--- src/rtl/scc_run_ctrl.sv ---
// rtl/scc_run_ctrl.sv - SCC core run controller: core reset sequencing, clock-enable gating, run termination
module scc_run_ctrl #(
   parameter int RST_CYCLES = 3,
   parameter int MAX_CYCLES = 500,
   parameter int CNT_W      = 16,
   parameter int ERR_W      = 2,
   parameter int INSTR_W    = 32
) (
   input  logic               clk,
   input  logic               rst,
   input  logic               start,
   input  logic               abort,
   input  logic               step_mode,
   input  logic               step_req,
   input  logic               halt_f,
   input  logic [ERR_W-1:0]   err_bits,
   input  logic               bp_en,
   input  logic [INSTR_W-1:0] bp_value,
   input  logic [INSTR_W-1:0] instr_word,
   output logic               core_rst,
   output logic               core_clk_en,
   output logic [CNT_W-1:0]   cycle_count,
   output logic               busy,
   output logic               done,
   output logic [2:0]         done_cause,
   output logic [ERR_W-1:0]   err_latched
);
   localparam int              RC_W       = (RST_CYCLES > 1) ? $clog2(RST_CYCLES) : 1;
   localparam logic [RC_W-1:0] RC_LAST    = RC_W'(RST_CYCLES - 1);
   localparam logic [CNT_W:0]  MAX_C      = (CNT_W+1)'(MAX_CYCLES);
   localparam logic [CNT_W-1:0] CNT_SAT   = {CNT_W{1'b1}};
   localparam bit              TIMEOUT_EN = (MAX_CYCLES != 0);

   localparam logic [2:0] CAUSE_NONE    = 3'd0;
   localparam logic [2:0] CAUSE_HALT    = 3'd1;
   localparam logic [2:0] CAUSE_TIMEOUT = 3'd2;
   localparam logic [2:0] CAUSE_ERROR   = 3'd3;
   localparam logic [2:0] CAUSE_BP      = 3'd4;
   localparam logic [2:0] CAUSE_ABORT   = 3'd5;

   typedef enum logic [1:0] {S_IDLE, S_RESET, S_RUN, S_DONE} state_t;

   state_t            state_q, state_d;
   logic [RC_W-1:0]   rst_cnt_q, rst_cnt_d;
   logic              core_rst_q, core_rst_d;
   logic              core_clk_en_q, core_clk_en_d;
   logic [CNT_W-1:0]  cycle_count_q, cycle_count_d;
   logic              busy_q, busy_d;
   logic              done_q, done_d;
   logic [2:0]        done_cause_q, done_cause_d;
   logic [ERR_W-1:0]  err_latched_q, err_latched_d;

   logic [CNT_W:0]    cnt_plus1;
   logic              bp_hit;
   logic              timeout_hit;
   logic [2:0]        end_cause;

   always_comb begin
      cnt_plus1   = {1'b0, cycle_count_q} + {{CNT_W{1'b0}}, 1'b1};
      bp_hit      = bp_en && (instr_word == bp_value);
      timeout_hit = TIMEOUT_EN && core_clk_en_q && (cnt_plus1 == MAX_C);

      // Termination priority: abort > error > halt > breakpoint > timeout
      if (abort)              end_cause = CAUSE_ABORT;
      else if (|err_bits)     end_cause = CAUSE_ERROR;
      else if (halt_f)        end_cause = CAUSE_HALT;
      else if (bp_hit)        end_cause = CAUSE_BP;
      else if (timeout_hit)   end_cause = CAUSE_TIMEOUT;
      else                    end_cause = CAUSE_NONE;

      state_d       = state_q;
      rst_cnt_d     = rst_cnt_q;
      core_rst_d    = core_rst_q;
      core_clk_en_d = core_clk_en_q;
      cycle_count_d = cycle_count_q;
      busy_d        = busy_q;
      done_d        = done_q;
      done_cause_d  = done_cause_q;
      err_latched_d = err_latched_q;

      case (state_q)
         S_IDLE, S_DONE: begin
            if (start) begin
               state_d       = S_RESET;
               rst_cnt_d     = '0;
               core_rst_d    = 1'b1;
               core_clk_en_d = 1'b1;
               cycle_count_d = '0;
               busy_d        = 1'b1;
               done_d        = 1'b0;
               done_cause_d  = CAUSE_NONE;
               err_latched_d = '0;
            end
         end
         S_RESET: begin
            if (abort) begin
               state_d       = S_DONE;
               core_clk_en_d = 1'b0;
               busy_d        = 1'b0;
               done_d        = 1'b1;
               done_cause_d  = CAUSE_ABORT;
            end else if (rst_cnt_q == RC_LAST) begin
               state_d       = S_RUN;
               core_rst_d    = 1'b0;
               core_clk_en_d = !step_mode;
            end else begin
               rst_cnt_d = rst_cnt_q + RC_W'(1);
            end
         end
         S_RUN: begin
            // The edge closing an enabled cycle counts it, including the terminating edge
            if (core_clk_en_q && (cycle_count_q != CNT_SAT))
               cycle_count_d = cnt_plus1[CNT_W-1:0];
            err_latched_d = err_latched_q | err_bits;
            core_clk_en_d = step_mode ? step_req : 1'b1;
            if (end_cause != CAUSE_NONE) begin
               state_d       = S_DONE;
               core_clk_en_d = 1'b0;
               busy_d        = 1'b0;
               done_d        = 1'b1;
               done_cause_d  = end_cause;
            end
         end
         default: state_d = S_IDLE;
      endcase
   end

   always_ff @(posedge clk) begin
      if (rst) begin
         state_q       <= S_IDLE;
         rst_cnt_q     <= '0;
         core_rst_q    <= 1'b1;
         core_clk_en_q <= 1'b0;
         cycle_count_q <= '0;
         busy_q        <= 1'b0;
         done_q        <= 1'b0;
         done_cause_q  <= CAUSE_NONE;
         err_latched_q <= '0;
      end else begin
         state_q       <= state_d;
         rst_cnt_q     <= rst_cnt_d;
         core_rst_q    <= core_rst_d;
         core_clk_en_q <= core_clk_en_d;
         cycle_count_q <= cycle_count_d;
         busy_q        <= busy_d;
         done_q        <= done_d;
         done_cause_q  <= done_cause_d;
         err_latched_q <= err_latched_d;
      end
   end

   assign core_rst    = core_rst_q;
   assign core_clk_en = core_clk_en_q;
   assign cycle_count = cycle_count_q;
   assign busy        = busy_q;
   assign done        = done_q;
   assign done_cause  = done_cause_q;
   assign err_latched = err_latched_q;
endmodule

--- config.mk ---
export PLATFORM = sky130hd
export DESIGN_NAME = scc_run_ctrl
export DESIGN_NICKNAME = d
export VERILOG_FILES = /design/src/rtl/scc_run_ctrl.sv
export SDC_FILE = /design/constraint.sdc
export NUM_CORES = 1
export LEC_CHECK = 0
export CAP_MARGIN = 0
export CORE_MARGIN = 1
export CORE_UTILIZATION = 25
export CTS_CLUSTER_DIAMETER = 100
export DETAILED_ROUTE_END_ITERATION = 10
export MAX_ROUTING_LAYER = met4
export SLEW_MARGIN = 25
export SYNTH_ARGS = -nofsm -noshare
export SYNTH_HDL_FRONTEND = slang
export SYNTH_SLANG_ARGS = --single-unit
--- constraint.sdc ---
create_clock -name clk -period 2.9 [get_ports clk]
set_input_delay 0.58 -clock clk [delete_from_list [all_inputs] [get_ports clk]]
set_output_delay 0.58 -clock clk [all_outputs]
set_load 0.02 [all_outputs]
; ---- Word-level counts from Yosys, hierarchy flattened
; Cells that the tools add are included.
[word_totals]
ff_bits = 29
latchBits = 0
ramBits = 0
mem_bits_ro = 0
in_bits = 74
elab_cells = 82
memories = 0
[op_classes]
n_addsub = 2
multipliers = 0
div = 0
order_cmp = 0
eq_ne = 15
n_shift = 0
muxes = 38
bitwise = 1
n_reduce_logical = 17
[ops]
columns = cell, n
row1 = $eq A32 B32 Y1, 1
row2 = $mux W16, 2
row3 = $pmux W16 S2, 1
row4 = $mux W3, 7
row5 = $add A16 B1 Y17 const B, 1
row6 = $eq A17 B9 Y1 const B, 1
row7 = $mux W2, 8
row8 = $ne A16 B16 Y1 const B, 1
row9 = $ne A2 B2 Y1 const B, 7
row10 = $mux W1, 12
row11 = $pmux W1 S3, 3
row12 = $pmux W3 S3, 1
row13 = $reduce_and A3 Y1, 3
row14 = $pmux W2 S2, 2
row15 = $reduce_and A4 Y1, 2
row16 = $eq A2 B2 Y1 const B, 3
row17 = $pmux W2 S3, 1
row18 = $reduce_and A2 Y1, 2
row19 = $reduce_bool A2 Y1, 2
row20 = $reduce_or A2 Y1, 2
row21 = $logic_and A1 B1 Y1, 3
row22 = $ne A3 B3 Y1 const B, 1
row23 = $reduce_bool A3 Y1, 1
row24 = $add A2 B1 Y2 const B, 1
row25 = 5 further kinds, 5

; ---- Longest topological paths before layout
; Gate-level depths: netlist of the first run.
[depth]
word_depth = 11
mapped_depth = 10
mapped_depth_nobuf = 9

; ---- Least setup slack after synthesis of the first run
; No wires, ideal clock.
[synth_path]
path_type = reg2reg
start = reg cycle_count_q[0] (netlist: cycle_count[0])
end = reg done_cause_q[2] (netlist: done_cause[2])
setup_ps = 117
t_arrival_ps = 2278
slack_ps = 505
path_stages_with_launch = 10
path_buffers = 1
period_less_slack_ps = 2395
path_cell_list = dfxtp_1 ha_1 nand4_1 o41ai_1 o31ai_1 o311ai_1 o211ai_2 and2_1 buf_6 a32o_1
[synth_between]
elab_chain_cells = 11
[synth_rtl]
columns = element, line_no
row1 = "start, declared", 47  ; logic [CNT_W-1:0] cycle_count_q, cycle_count_d;
row2 = "start signal, assigned", 144  ; cycle_count_q <= cycle_count_d;
row3 = $add A16 B1 Y17, 59  ; cnt_plus1 = {1'b0, cycle_count_q} + {{CNT_W{1'b0}}, 1'b1};
row4 = $eq A17 B9 Y1, 61  ; timeout_hit = TIMEOUT_EN && core_clk_en_q && (cnt_plus1 == MAX_C);
row5 = $logic_and A1 B1 Y1, 61
row6 = $mux W2, 68  ; else if (timeout_hit) end_cause = CAUSE_TIMEOUT;
row7 = $mux W3, 67  ; else if (bp_hit) end_cause = CAUSE_BP;
row8 = $mux W3, 66  ; else if (halt_f) end_cause = CAUSE_HALT;
row9 = $mux W3, 65  ; else if (|err_bits) end_cause = CAUSE_ERROR;
row10 = $mux W3, 64  ; if (abort) end_cause = CAUSE_ABORT;
row11 = $reduce_bool A3 Y1, 116  ; if (end_cause != CAUSE_NONE) begin
row12 = $ne A2 B2 Y1 (no line), -
row13 = $reduce_and A3 Y1 (no line), -
row14 = "end signal, assigned", 147  ; done_cause_q <= done_cause_d;
row15 = "end, declared", 50  ; logic [2:0] done_cause_q, done_cause_d;
; No other way between the ends.
; A chain may end at the register's enable or synchronous reset.

; ---- Final worst setup path of the first run
[layout_path]
start = in bp_value[15]
end = reg done_cause_q[0] (netlist: done_cause[0])
[layout_between]
elab_chain_cells = 9
[layout_rtl]
columns = element, line_no
row1 = "start, declared", 18  ; input logic [INSTR_W-1:0] bp_value,
row2 = $eq A32 B32 Y1 (*), 60  ; bp_hit = bp_en && (instr_word == bp_value);
row3 = $logic_and A1 B1 Y1 (*), 60
row4 = $mux W3 (*), 67
row5 = $mux W3 (*), 66
row6 = $mux W3 (*), 65
row7 = $mux W3 (*), 64
row8 = $reduce_bool A3 Y1, 116
row9 = $ne A2 B2 Y1 (no line), -
row10 = $reduce_and A3 Y1 (no line), -
; Mark *: on every way between the ends. The rest lies on a longest branch, timed or not. The select of a mux whose other input is x is not followed.

==> metrics.txt, run 1 <==
# TYPE chip_impl_metric gauge
chip_impl_info{name="status",value="completed"} 1
chip_impl_metric{name="dieArea",unit="µm²"} 8940
chip_impl_metric{name="nNetsFinal",unit=""} 449
chip_impl_metric{name="worst_ir_drop_on_vdd",unit="V"} 0.000324
chip_impl_metric{name="clk_latency",unit="ns"} 0.28
chip_impl_info{name="cts-root-buf",value="sky130_fd_sc_hd__clkbuf_8"} 1
chip_impl_metric{name="finish.cell_count_without_fillers",unit=""} 476
chip_impl_metric{name="floorplan.die.width",unit="µm"} 94.5
chip_impl_metric{name="critPathMaxStageDelay",unit="ns"} 0.45
chip_impl_metric{name="maxCapViolations",unit=""} 0
chip_impl_metric{name="cts_sinks",unit=""} 29
chip_impl_metric{name="dpl.hpwl",unit="µm"} 5050
chip_impl_metric{name="grt_remaining_overflow",unit=""} 0
chip_impl_metric{name="wire_length_of_the_first_global_routing_pass",unit="µm"} 10800
chip_impl_metric{name="synth.ff_latch_count",unit=""} 29
chip_impl_metric{name="drt_iter0_drc",unit=""} 77
chip_impl_metric{name="synth_enable_flop_cells",unit=""} 0
chip_impl_metric{name="achievable-frequency",unit="MHz"} 392
chip_impl_metric{name="syn_nets",unit=""} 349
chip_impl_metric{name="core-area",unit="µm²"} 8260
chip_impl_metric{name="post_route_cells_drive_above_1_share",unit="%"} 6.20
chip_impl_metric{name="cts_setup_buffers",unit=""} 0
chip_impl_metric{name="floorplan.initialDensity",unit="%"} 25.9
chip_impl_metric{name="cts_repair_resize_count",unit=""} 0
chip_impl_metric{name="transition_time_at_the_pin_with_the_least_slew_margin",unit="ns"} 0.668
chip_impl_metric{name="die-height",unit="µm"} 94.5
chip_impl_metric{name="grt_pass1_vias",unit=""} 2324
chip_impl_metric{name="final.setup.tns",unit="ns"} 0
chip_impl_metric{name="dr_total_vias",unit=""} 2404
chip_impl_info{name="worst_hold_startpoint",value="busy$_SDFFE_PP0P_"} 1
chip_impl_metric{name="timing.slew.headroom",unit="%"} 55.3
chip_impl_info{name="crit_path_kind",value="in -> reg"} 1
chip_impl_metric{name="arrival",unit="ns"} 2.78
chip_impl_metric{name="grt_start_max_net_pins",unit=""} 17
chip_impl_metric{name="min_period",unit="ns"} 2.55
chip_impl_metric{name="via_per_inst",unit=""} 5.05
chip_impl_metric{name="power_per_cell_area",unit="nW/µm²"} 454
chip_impl_info{name="regToRegStartpoint",value="cycle_count[1]$_SDFFE_PP0P_"} 1
chip_impl_metric{name="clk_pin_slew_worst_paths",unit="ns"} 0.06
chip_impl_info{name="synth-main-ff-cell",value="sky130_fd_sc_hd__dfxtp_1"} 1
chip_impl_metric{name="asyncSetResetFlopFracSynth",unit="%"} 0
chip_impl_metric{name="hold_buffers",unit=""} 0
chip_impl_metric{name="cts-buffers-inserted",unit=""} 5
chip_impl_metric{name="drc",unit=""} 0
chip_impl_info{name="timing.critical_path.to",value="done_cause[0]$_SDFFE_PP0P_"} 1
chip_impl_metric{name="worstPathRequired",unit="ns"} 3.13
chip_impl_metric{name="total_global_route_track_usage",unit="%"} 15.7
chip_impl_metric{name="clock-skew-final",unit="ns"} 0.00269
chip_impl_info{name="tritoncts",value="built"} 1
chip_impl_info{name="path_cells",value="clkdlybuf4s50_1 -> xor2_1 -> nor4_1 -> nand4_1 -> or3_1 -> o211ai_2 -> and2_1 -> a32o_1"} 1
chip_impl_info{name="timing.rr.end",value="cycle_count[6]$_SDFFE_PP0P_"} 1
chip_impl_metric{name="r2r_setup_slk",unit="ns"} 0.35
chip_impl_metric{name="synth_area_per_cell",unit="µm²"} 7.90
chip_impl_metric{name="cts.path.max_buffers",unit=""} 2
chip_impl_metric{name="grt_antenna_before_repair",unit=""} 0
chip_impl_metric{name="placementRows",unit=""} 33
chip_impl_metric{name="placement.io_buffers",unit=""} 98
chip_impl_metric{name="area_growth_syn_to_layout",unit="%"} 55.9
chip_impl_metric{name="post_route_antenna_net_violation_count",unit=""} 0
chip_impl_metric{name="detail_route.wirelength",unit="µm"} 6330
chip_impl_metric{name="register_area_share_after_synthesis",unit="%"} 27.1
chip_impl_info{name="setup.worst_path.end_class",value="register"} 1
chip_impl_info{name="worst_setup_path_start",value="bp_value[15]"} 1
chip_impl_metric{name="synth.cell_area",unit="µm²"} 2140
chip_impl_metric{name="synthesis.yosys.warnings",unit=""} 0
chip_impl_metric{name="leakagePower",unit="µW"} 0.00116
chip_impl_info{name="worst_setup_path_start_kind",value="primary input"} 1
chip_impl_metric{name="r2r_cells",unit=""} 8
chip_impl_metric{name="crit_fanout",unit=""} 6
chip_impl_metric{name="detail_route.first_pass.iterations",unit=""} 4
chip_impl_metric{name="syn_inst",unit=""} 271
chip_impl_metric{name="finalSetupViolCount",unit=""} 0
chip_impl_metric{name="totalPowerFinal",unit="µW"} 1510
chip_impl_metric{name="num_antenna_cells",unit=""} 0
chip_impl_metric{name="netlist-cell-type-count",unit=""} 53
chip_impl_metric{name="final_max_slew_viols",unit=""} 0
chip_impl_metric{name="cts_max_level",unit=""} 2
chip_impl_metric{name="place_congestion",unit=""} 0.836
chip_impl_info{name="worst_hold_path_type",value="reg -> reg"} 1
chip_impl_metric{name="placed_cells_incl_taps",unit=""} 469
chip_impl_metric{name="route.detailed.wl_per_inst",unit="µm"} 13.3
chip_impl_info{name="grt_setup_unrepaired",value="false"} 1
chip_impl_info{name="cell_with_the_biggest_individual_delay_on_the_critical_path",value="sky130_fd_sc_hd__or3_1"} 1
chip_impl_metric{name="report.final.hold_viol_count",unit=""} 0
chip_impl_metric{name="design.portCount",unit=""} 99
chip_impl_metric{name="finalCritPeriodShare",unit="%"} 88.0
-- worst max-delay path, delay by kind of cell --
| family | cells | cell delay (ns) |
|---|---|---|
| xor+xnor | 1 | 0.16 |
| buf+inv | 1 | 0.41 |
| simple gates | 4 | 1.25 |
| compound gates | 2 | 0.37 |
-- cell usage after synthesis (2+ instances only) --
cell	count	area [µm²]
sky130_fd_sc_hd__nor2_1	32	120
sky130_fd_sc_hd__xor2_1	32	280
sky130_fd_sc_hd__dfxtp_1	29	581
sky130_fd_sc_hd__a21oi_1	28	140
sky130_fd_sc_hd__o21ai_0	13	65.1
sky130_fd_sc_hd__nor4_1	11	68.8
sky130_fd_sc_hd__nand2_1	9	33.8
sky130_fd_sc_hd__nand3_1	9	45.0
sky130_fd_sc_hd__inv_1	8	30.0
sky130_fd_sc_hd__nand2b_1	8	50.1
sky130_fd_sc_hd__nor3_1	8	40.0
sky130_fd_sc_hd__nand4_1	6	37.5
sky130_fd_sc_hd__or3_1	6	37.5
sky130_fd_sc_hd__a211oi_1	5	37.5
sky130_fd_sc_hd__buf_2	5	25.0
sky130_fd_sc_hd__clkbuf_1	5	18.8
sky130_fd_sc_hd__a21o_1	4	30.0
sky130_fd_sc_hd__ha_1	4	50.1
sky130_fd_sc_hd__xnor2_1	4	35.0
sky130_fd_sc_hd__a32o_1	3	30.0
sky130_fd_sc_hd__and4_1	3	26.3
sky130_fd_sc_hd__a211o_1	2	17.5
sky130_fd_sc_hd__a22oi_1	2	15.0
sky130_fd_sc_hd__nand4b_1	2	17.5
sky130_fd_sc_hd__nor3b_1	2	15.0
sky130_fd_sc_hd__nor4_2	2	25.0
sky130_fd_sc_hd__o21bai_1	2	15.0
sky130_fd_sc_hd__o31a_1	2	17.5
-- registers in the layout, summed over array words and instances, names as in the netlist --
signal,count
err_latched,2
core_clk_en,1
busy,1
cycle_count,16
core_rst,1
state_q,2
rst_cnt_q,2
done_cause,3
done,1
-- logic make-up after synthesis --
kind of cell | Yosys count | synth area share, %
compound gates | 72 | 22.0
xor+xnor | 36 | 14.7
fa+ha+maj | 4 | 2.34
buf+inv | 20 | 4.15
flops | 29 | 27.1
mux | 1 | 0.468
simple gates | 109 | 29.2
-- where the power goes --
group | switching, µW | internal (µW)
clock | 156 | 188
combinational | 365 | 328
sequential | 32.5 | 445
-- layout by cell type (no fill, tap or decap), types with 7 or more instances in the layout --
cell                               n
sky130_fd_sc_hd__clkdlybuf4s50_1  98
sky130_fd_sc_hd__nor2_1           32
sky130_fd_sc_hd__xor2_1           32
sky130_fd_sc_hd__dfxtp_1          29
sky130_fd_sc_hd__a21oi_1          28
sky130_fd_sc_hd__o21ai_0          13
sky130_fd_sc_hd__nor4_1           11
sky130_fd_sc_hd__nand2_1           9
sky130_fd_sc_hd__nand3_1           9
sky130_fd_sc_hd__inv_1             8
sky130_fd_sc_hd__nor3_1            8
sky130_fd_sc_hd__nand2b_1          8
sky130_fd_sc_hd__buf_4             7
-- routing by layer --
| layer | track usage [%] | up-vias | part of all wire (%) |
|---|---|---|---|
| li1 | - | 1201 | - |
| met1 | 19.9 | 1104 | 46 |
| met2 | 25.5 | 88 | 48 |
| met3 | 2.98 | 11 | 4.7 |
| met4 | 4.55 | 0 | 1.4 |
| met5 | - | - | 0 |
-- stage by stage --
step / setup WS, ns / hold WS (ns) / cell area, µm² / util, %
4_1_cts: 0.317 / 0.487 / 3340 / 40.4
2_1_floorplan: 0.505 / 0.488 / 2140 / -
5_1_grt: 0.172 / 0.510 / 3340 / 40.4
3_5_place_dp: 0.0231 / 0.471 / 3250 / 39.4
6_report: 0.348 / 0.485 / 3340 / 40.4
3_3_place_gp: 0.0999 / 0.467 / 3250 / 39.3
-- worst min path at each step --
| stage | slack (ns) | endpoint | cells after the start |
|---|---|---|---|
| 2_1_floorplan | 0.49 | rst_cnt_q[1]$_SDFFE_PP0P_ | 2 |
| 3_3_place_gp | 0.47 | busy$_SDFFE_PP0P_ | 2 |
| 3_5_place_dp | 0.47 | busy$_SDFFE_PP0P_ | 2 |
| 4_1_cts | 0.49 | busy$_SDFFE_PP0P_ | 2 |
| 5_1_grt | 0.51 | busy$_SDFFE_PP0P_ | 2 |
| 6_report | 0.49 | busy$_SDFFE_PP0P_ | 2 |
-- cell type report --
class                   count  area, µm²
well taps                 105        131
repair buffers            105       1030
clock buffers               7       86.3
fillers                   880       4920
inverters                   8       30.0
multi-input cells         222       1480
flip-flops and latches     29        581
(Power assumes the default switching activity.)
==> run 2: changes to the inputs <==
--- a/config.mk
+++ b/config.mk
@@ -5,7 +5,6 @@
 export SDC_FILE = /design/constraint.sdc
 export NUM_CORES = 1
 export LEC_CHECK = 0
-export CAP_MARGIN = 0
 export CORE_MARGIN = 1
 export CORE_UTILIZATION = 25
 export CTS_CLUSTER_DIAMETER = 100
==> results of run 2 <==
No change in the layout: final DEF, timing and power equal those of run 1.
==> run 3: changes to the inputs <==
--- a/config.mk
+++ b/config.mk
@@ -6,10 +6,11 @@
 export NUM_CORES = 1
 export LEC_CHECK = 0
 export CORE_MARGIN = 1
-export CORE_UTILIZATION = 25
+export CORE_UTILIZATION = 42
 export CTS_CLUSTER_DIAMETER = 100
 export DETAILED_ROUTE_END_ITERATION = 10
 export MAX_ROUTING_LAYER = met4
+export PLACE_DENSITY = 0.81
 export SLEW_MARGIN = 25
 export SYNTH_ARGS = -nofsm -noshare
 export SYNTH_HDL_FRONTEND = slang
==> run 3 against run 2 <==
Against the previous run: utilization rose by 28 points; clock skew rose by 0.0050 ns; design area fell by 1.2%; register-to-register slack got worse by 0.11 ns; flip-flop and latch count did not move; critical path depth did not move; global-route usage rose by 8.7 points; wire length fell by 1.8%; worst hold slack improved by 0.0079 ns; die area fell by 40%; critical path type is now reg -> reg; critical endpoint is now done_cause[2]$_SDFFE_PP0P_; largest power group unchanged.
==> metrics.txt, run 3 (synthesis gave the netlist of run 1 again) <==
# TYPE chip_impl_metric gauge
chip_impl_metric{name="clk_pin_slew_worst_paths",unit="ns"} 0.07
chip_impl_info{name="cell_with_the_biggest_individual_delay_on_the_critical_path",value="sky130_fd_sc_hd__dfxtp_1"} 1
chip_impl_metric{name="finalCritPeriodShare",unit="%"} 91.9
chip_impl_info{name="worst_hold_path_type",value="reg -> reg"} 1
chip_impl_metric{name="r2r_cells",unit=""} 8
chip_impl_metric{name="final_max_slew_viols",unit=""} 0
chip_impl_info{name="crit_path_kind",value="reg -> reg"} 1
chip_impl_info{name="regToRegStartpoint",value="cycle_count[0]$_SDFFE_PP0P_"} 1
chip_impl_metric{name="total_global_route_track_usage",unit="%"} 24.5
chip_impl_metric{name="critPathMaxStageDelay",unit="ns"} 0.45
chip_impl_info{name="tritoncts",value="built"} 1
chip_impl_metric{name="clk_latency",unit="ns"} 0.30
chip_impl_metric{name="worst_ir_drop_on_vdd",unit="V"} 0.000283
chip_impl_metric{name="leakagePower",unit="µW"} 0.00116
chip_impl_metric{name="finalInstanceArea",unit="µm²"} 3300
chip_impl_info{name="final_cell_mix",value="sky130_fd_sc_hd__clkdlybuf4s50_1, sky130_fd_sc_hd__nor2_1, sky130_fd_sc_hd__xor2_1"} 1
chip_impl_metric{name="drt_iter0_drc",unit=""} 137
chip_impl_metric{name="wl_met3",unit="µm"} 353
chip_impl_metric{name="design_internal_power",unit="µW"} 1030
chip_impl_info{name="setup.worst_path.end_class",value="register"} 1
chip_impl_metric{name="detail_route.first_pass.iterations",unit=""} 4
chip_impl_metric{name="seq_power_share",unit="%"} 30.0
chip_impl_metric{name="hold-path-cell-count",unit=""} 1
chip_impl_metric{name="floorplan.initialDensity",unit="%"} 44.4
chip_impl_metric{name="timing.slew.headroom",unit="%"} 52.8
chip_impl_metric{name="num_antenna_cells",unit=""} 0
chip_impl_info{name="worst_hold_startpoint",value="done_cause[1]$_SDFFE_PP0P_"} 1
chip_impl_metric{name="worstPathRequired",unit="ns"} 3.09
chip_impl_metric{name="wl_met2",unit="µm"} 3220
chip_impl_metric{name="min_period",unit="ns"} 2.66
chip_impl_metric{name="maxCapViolations",unit=""} 0
chip_impl_metric{name="hold_buffers",unit=""} 0
chip_impl_metric{name="post_dp_cell_area",unit="µm²"} 3180
chip_impl_metric{name="post_route_cells_drive_above_1_share",unit="%"} 5.69
chip_impl_metric{name="wl_met1",unit="µm"} 2550
chip_impl_metric{name="grt_remaining_overflow",unit=""} 0
chip_impl_metric{name="floorplan.die.width",unit="µm"} 73.4
chip_impl_metric{name="wire_length_of_the_first_global_routing_pass",unit="µm"} 9980
chip_impl_metric{name="r2r_setup_slk",unit="ns"} 0.24
chip_impl_metric{name="nNetsFinal",unit=""} 446
chip_impl_info{name="timing.rr.end",value="done_cause[2]$_SDFFE_PP0P_"} 1
chip_impl_metric{name="drc",unit=""} 0
chip_impl_metric{name="report.final.hold_viol_count",unit=""} 0
chip_impl_metric{name="achievable-frequency",unit="MHz"} 375
chip_impl_metric{name="arrival",unit="ns"} 2.85
chip_impl_info{name="worst_setup_path_start",value="cycle_count[0]$_SDFFE_PP0P_"} 1
chip_impl_metric{name="comb_power_share",unit="%"} 41.8
chip_impl_info{name="hold-path-endpoint",value="done_cause[1]$_SDFFE_PP0P_"} 1
chip_impl_metric{name="detail_route.wirelength",unit="µm"} 6210
chip_impl_metric{name="final.setup.tns",unit="ns"} 0
chip_impl_metric{name="design.portCount",unit=""} 99
chip_impl_metric{name="switchingPower",unit="µW"} 564
chip_impl_metric{name="finalSetupViolCount",unit=""} 0
chip_impl_info{name="status",value="completed"} 1
chip_impl_metric{name="route.detailed.wl_per_inst",unit="µm"} 14.2
chip_impl_metric{name="placementRows",unit=""} 25
chip_impl_metric{name="dr_total_vias",unit=""} 2390
chip_impl_info{name="cts-root-buf",value="sky130_fd_sc_hd__clkbuf_8"} 1
chip_impl_metric{name="cts_setup_buffers",unit=""} 0
chip_impl_info{name="crit_family",value="compound AO/OA/AOI/OAI gates"} 1
chip_impl_metric{name="cts.path.max_buffers",unit=""} 2
chip_impl_metric{name="cts_sinks",unit=""} 29
chip_impl_metric{name="crit_fanout",unit=""} 6
chip_impl_metric{name="post_route_antenna_net_violation_count",unit=""} 0
chip_impl_metric{name="die-height",unit="µm"} 73.4
chip_impl_metric{name="transition_time_at_the_pin_with_the_least_slew_margin",unit="ns"} 0.705
chip_impl_metric{name="cts-buffers-inserted",unit=""} 5
chip_impl_metric{name="power_switching_share",unit="%"} 35.3
chip_impl_metric{name="worst_hold_slack",unit="ns"} 0.493
chip_impl_info{name="routed.top_layer",value="met4"} 1
chip_impl_metric{name="core-area",unit="µm²"} 4820
chip_impl_metric{name="grt_pass1_vias",unit=""} 2195
chip_impl_metric{name="dieArea",unit="µm²"} 5390
chip_impl_metric{name="clock-skew-final",unit="ns"} 0.00768
chip_impl_metric{name="largest_register_ffs",unit=""} 16
chip_impl_metric{name="layout.filler_cells",unit=""} 415
chip_impl_info{name="grt_setup_unrepaired",value="false"} 1
chip_impl_metric{name="pwr-share-clk",unit="%"} 28.2
chip_impl_metric{name="critical_path.n_buffers_inverters",unit=""} 0
chip_impl_metric{name="placement.io_buffers",unit=""} 98
chip_impl_metric{name="dpl.hpwl",unit="µm"} 4790
chip_impl_info{name="path_cells",value="ha_1 -> nand4_1 -> o41ai_1 -> o31ai_1 -> o311ai_1 -> o211ai_2 -> and2_1 -> a32o_1"} 1
chip_impl_metric{name="via_per_inst",unit=""} 5.48
chip_impl_info{name="final_common_cell",value="sky130_fd_sc_hd__clkdlybuf4s50_1"} 1
chip_impl_metric{name="area_growth_syn_to_layout",unit="%"} 54.1
chip_impl_metric{name="grt_start_max_net_pins",unit=""} 17
chip_impl_metric{name="power_per_cell_area",unit="nW/µm²"} 485
chip_impl_metric{name="grt_antenna_before_repair",unit=""} 0
chip_impl_metric{name="cts_repair_resize_count",unit=""} 0
chip_impl_info{name="worst_setup_path_start_kind",value="register"} 1
chip_impl_metric{name="place_congestion",unit=""} 0.899
chip_impl_metric{name="cts_max_level",unit=""} 2
==> run 3: per-stage QoR <==
stage	util, %	std cells	total power (µW)	setup WS, ns
finish	68.5	436	1600	0.236
global route	68.5	436	1690	0.163
CTS	68.5	436	1600	0.304
detailed placement	66.1	428	1150	0.0461
global placement	65.9	428	1140	0.153
floorplan	-	271	907	0.505
==> run 3: worst max path at each step <==
stage,to,cells past startpoint
2_1_floorplan,done_cause[2]$_SDFFE_PP0P_,9
3_3_place_gp,done$_SDFFE_PP0P_,8
3_5_place_dp,done_cause[2]$_SDFFE_PP0P_,8
4_1_cts,done_cause[2]$_SDFFE_PP0P_,8
5_1_grt,done_cause[2]$_SDFFE_PP0P_,8
6_report,done_cause[2]$_SDFFE_PP0P_,8
==> run 3: worst register-to-register path, cell delays in order (launching register included) <==
cell and delay, ns:
sky130_fd_sc_hd__dfxtp_1 0.45, sky130_fd_sc_hd__ha_1 0.29, sky130_fd_sc_hd__nand4_1 0.26, sky130_fd_sc_hd__o41ai_1 0.44, sky130_fd_sc_hd__o31ai_1 0.14, sky130_fd_sc_hd__o311ai_1 0.17, sky130_fd_sc_hd__o211ai_2 0.24, sky130_fd_sc_hd__and2_1 0.29
sky130_fd_sc_hd__a32o_1 0.28
==> run 3: layout make-up <==
type / instances / area, µm² / area share (%)
clock buffer: 7 / 86.3 / 2.62
clock inverter: 1 / 30.0 / 0.910
inverter: 8 / 30.0 / 0.910
multi-input combinational: 222 / 1480 / 44.8
sequential: 29 / 581 / 17.6
tap: 67 / 83.8 / 2.54
timing repair buffer: 102 / 1010 / 30.7
==> run 3: metal layers <==
metal  vias to the layer above  global-route usage [%]
met5                         -                       -
met4                         0                    9.83
met3                        11                    3.98
met2                        92                    42.5
met1                      1098                    28.0
li1                       1189                       -
==> run 3: power by group through the flow <==
| stage | sequential [µW] | combinational, µW | clock, µW |
|---|---|---|---|
| floorplan | 517 | 390 | 0 |
| global placement | 486 | 653 | 0 |
| detailed placement | 487 | 662 | 0 |
| CTS | 480 | 667 | 451 |
| global route | 485 | 733 | 467 |
| finish | 480 | 668 | 451 |
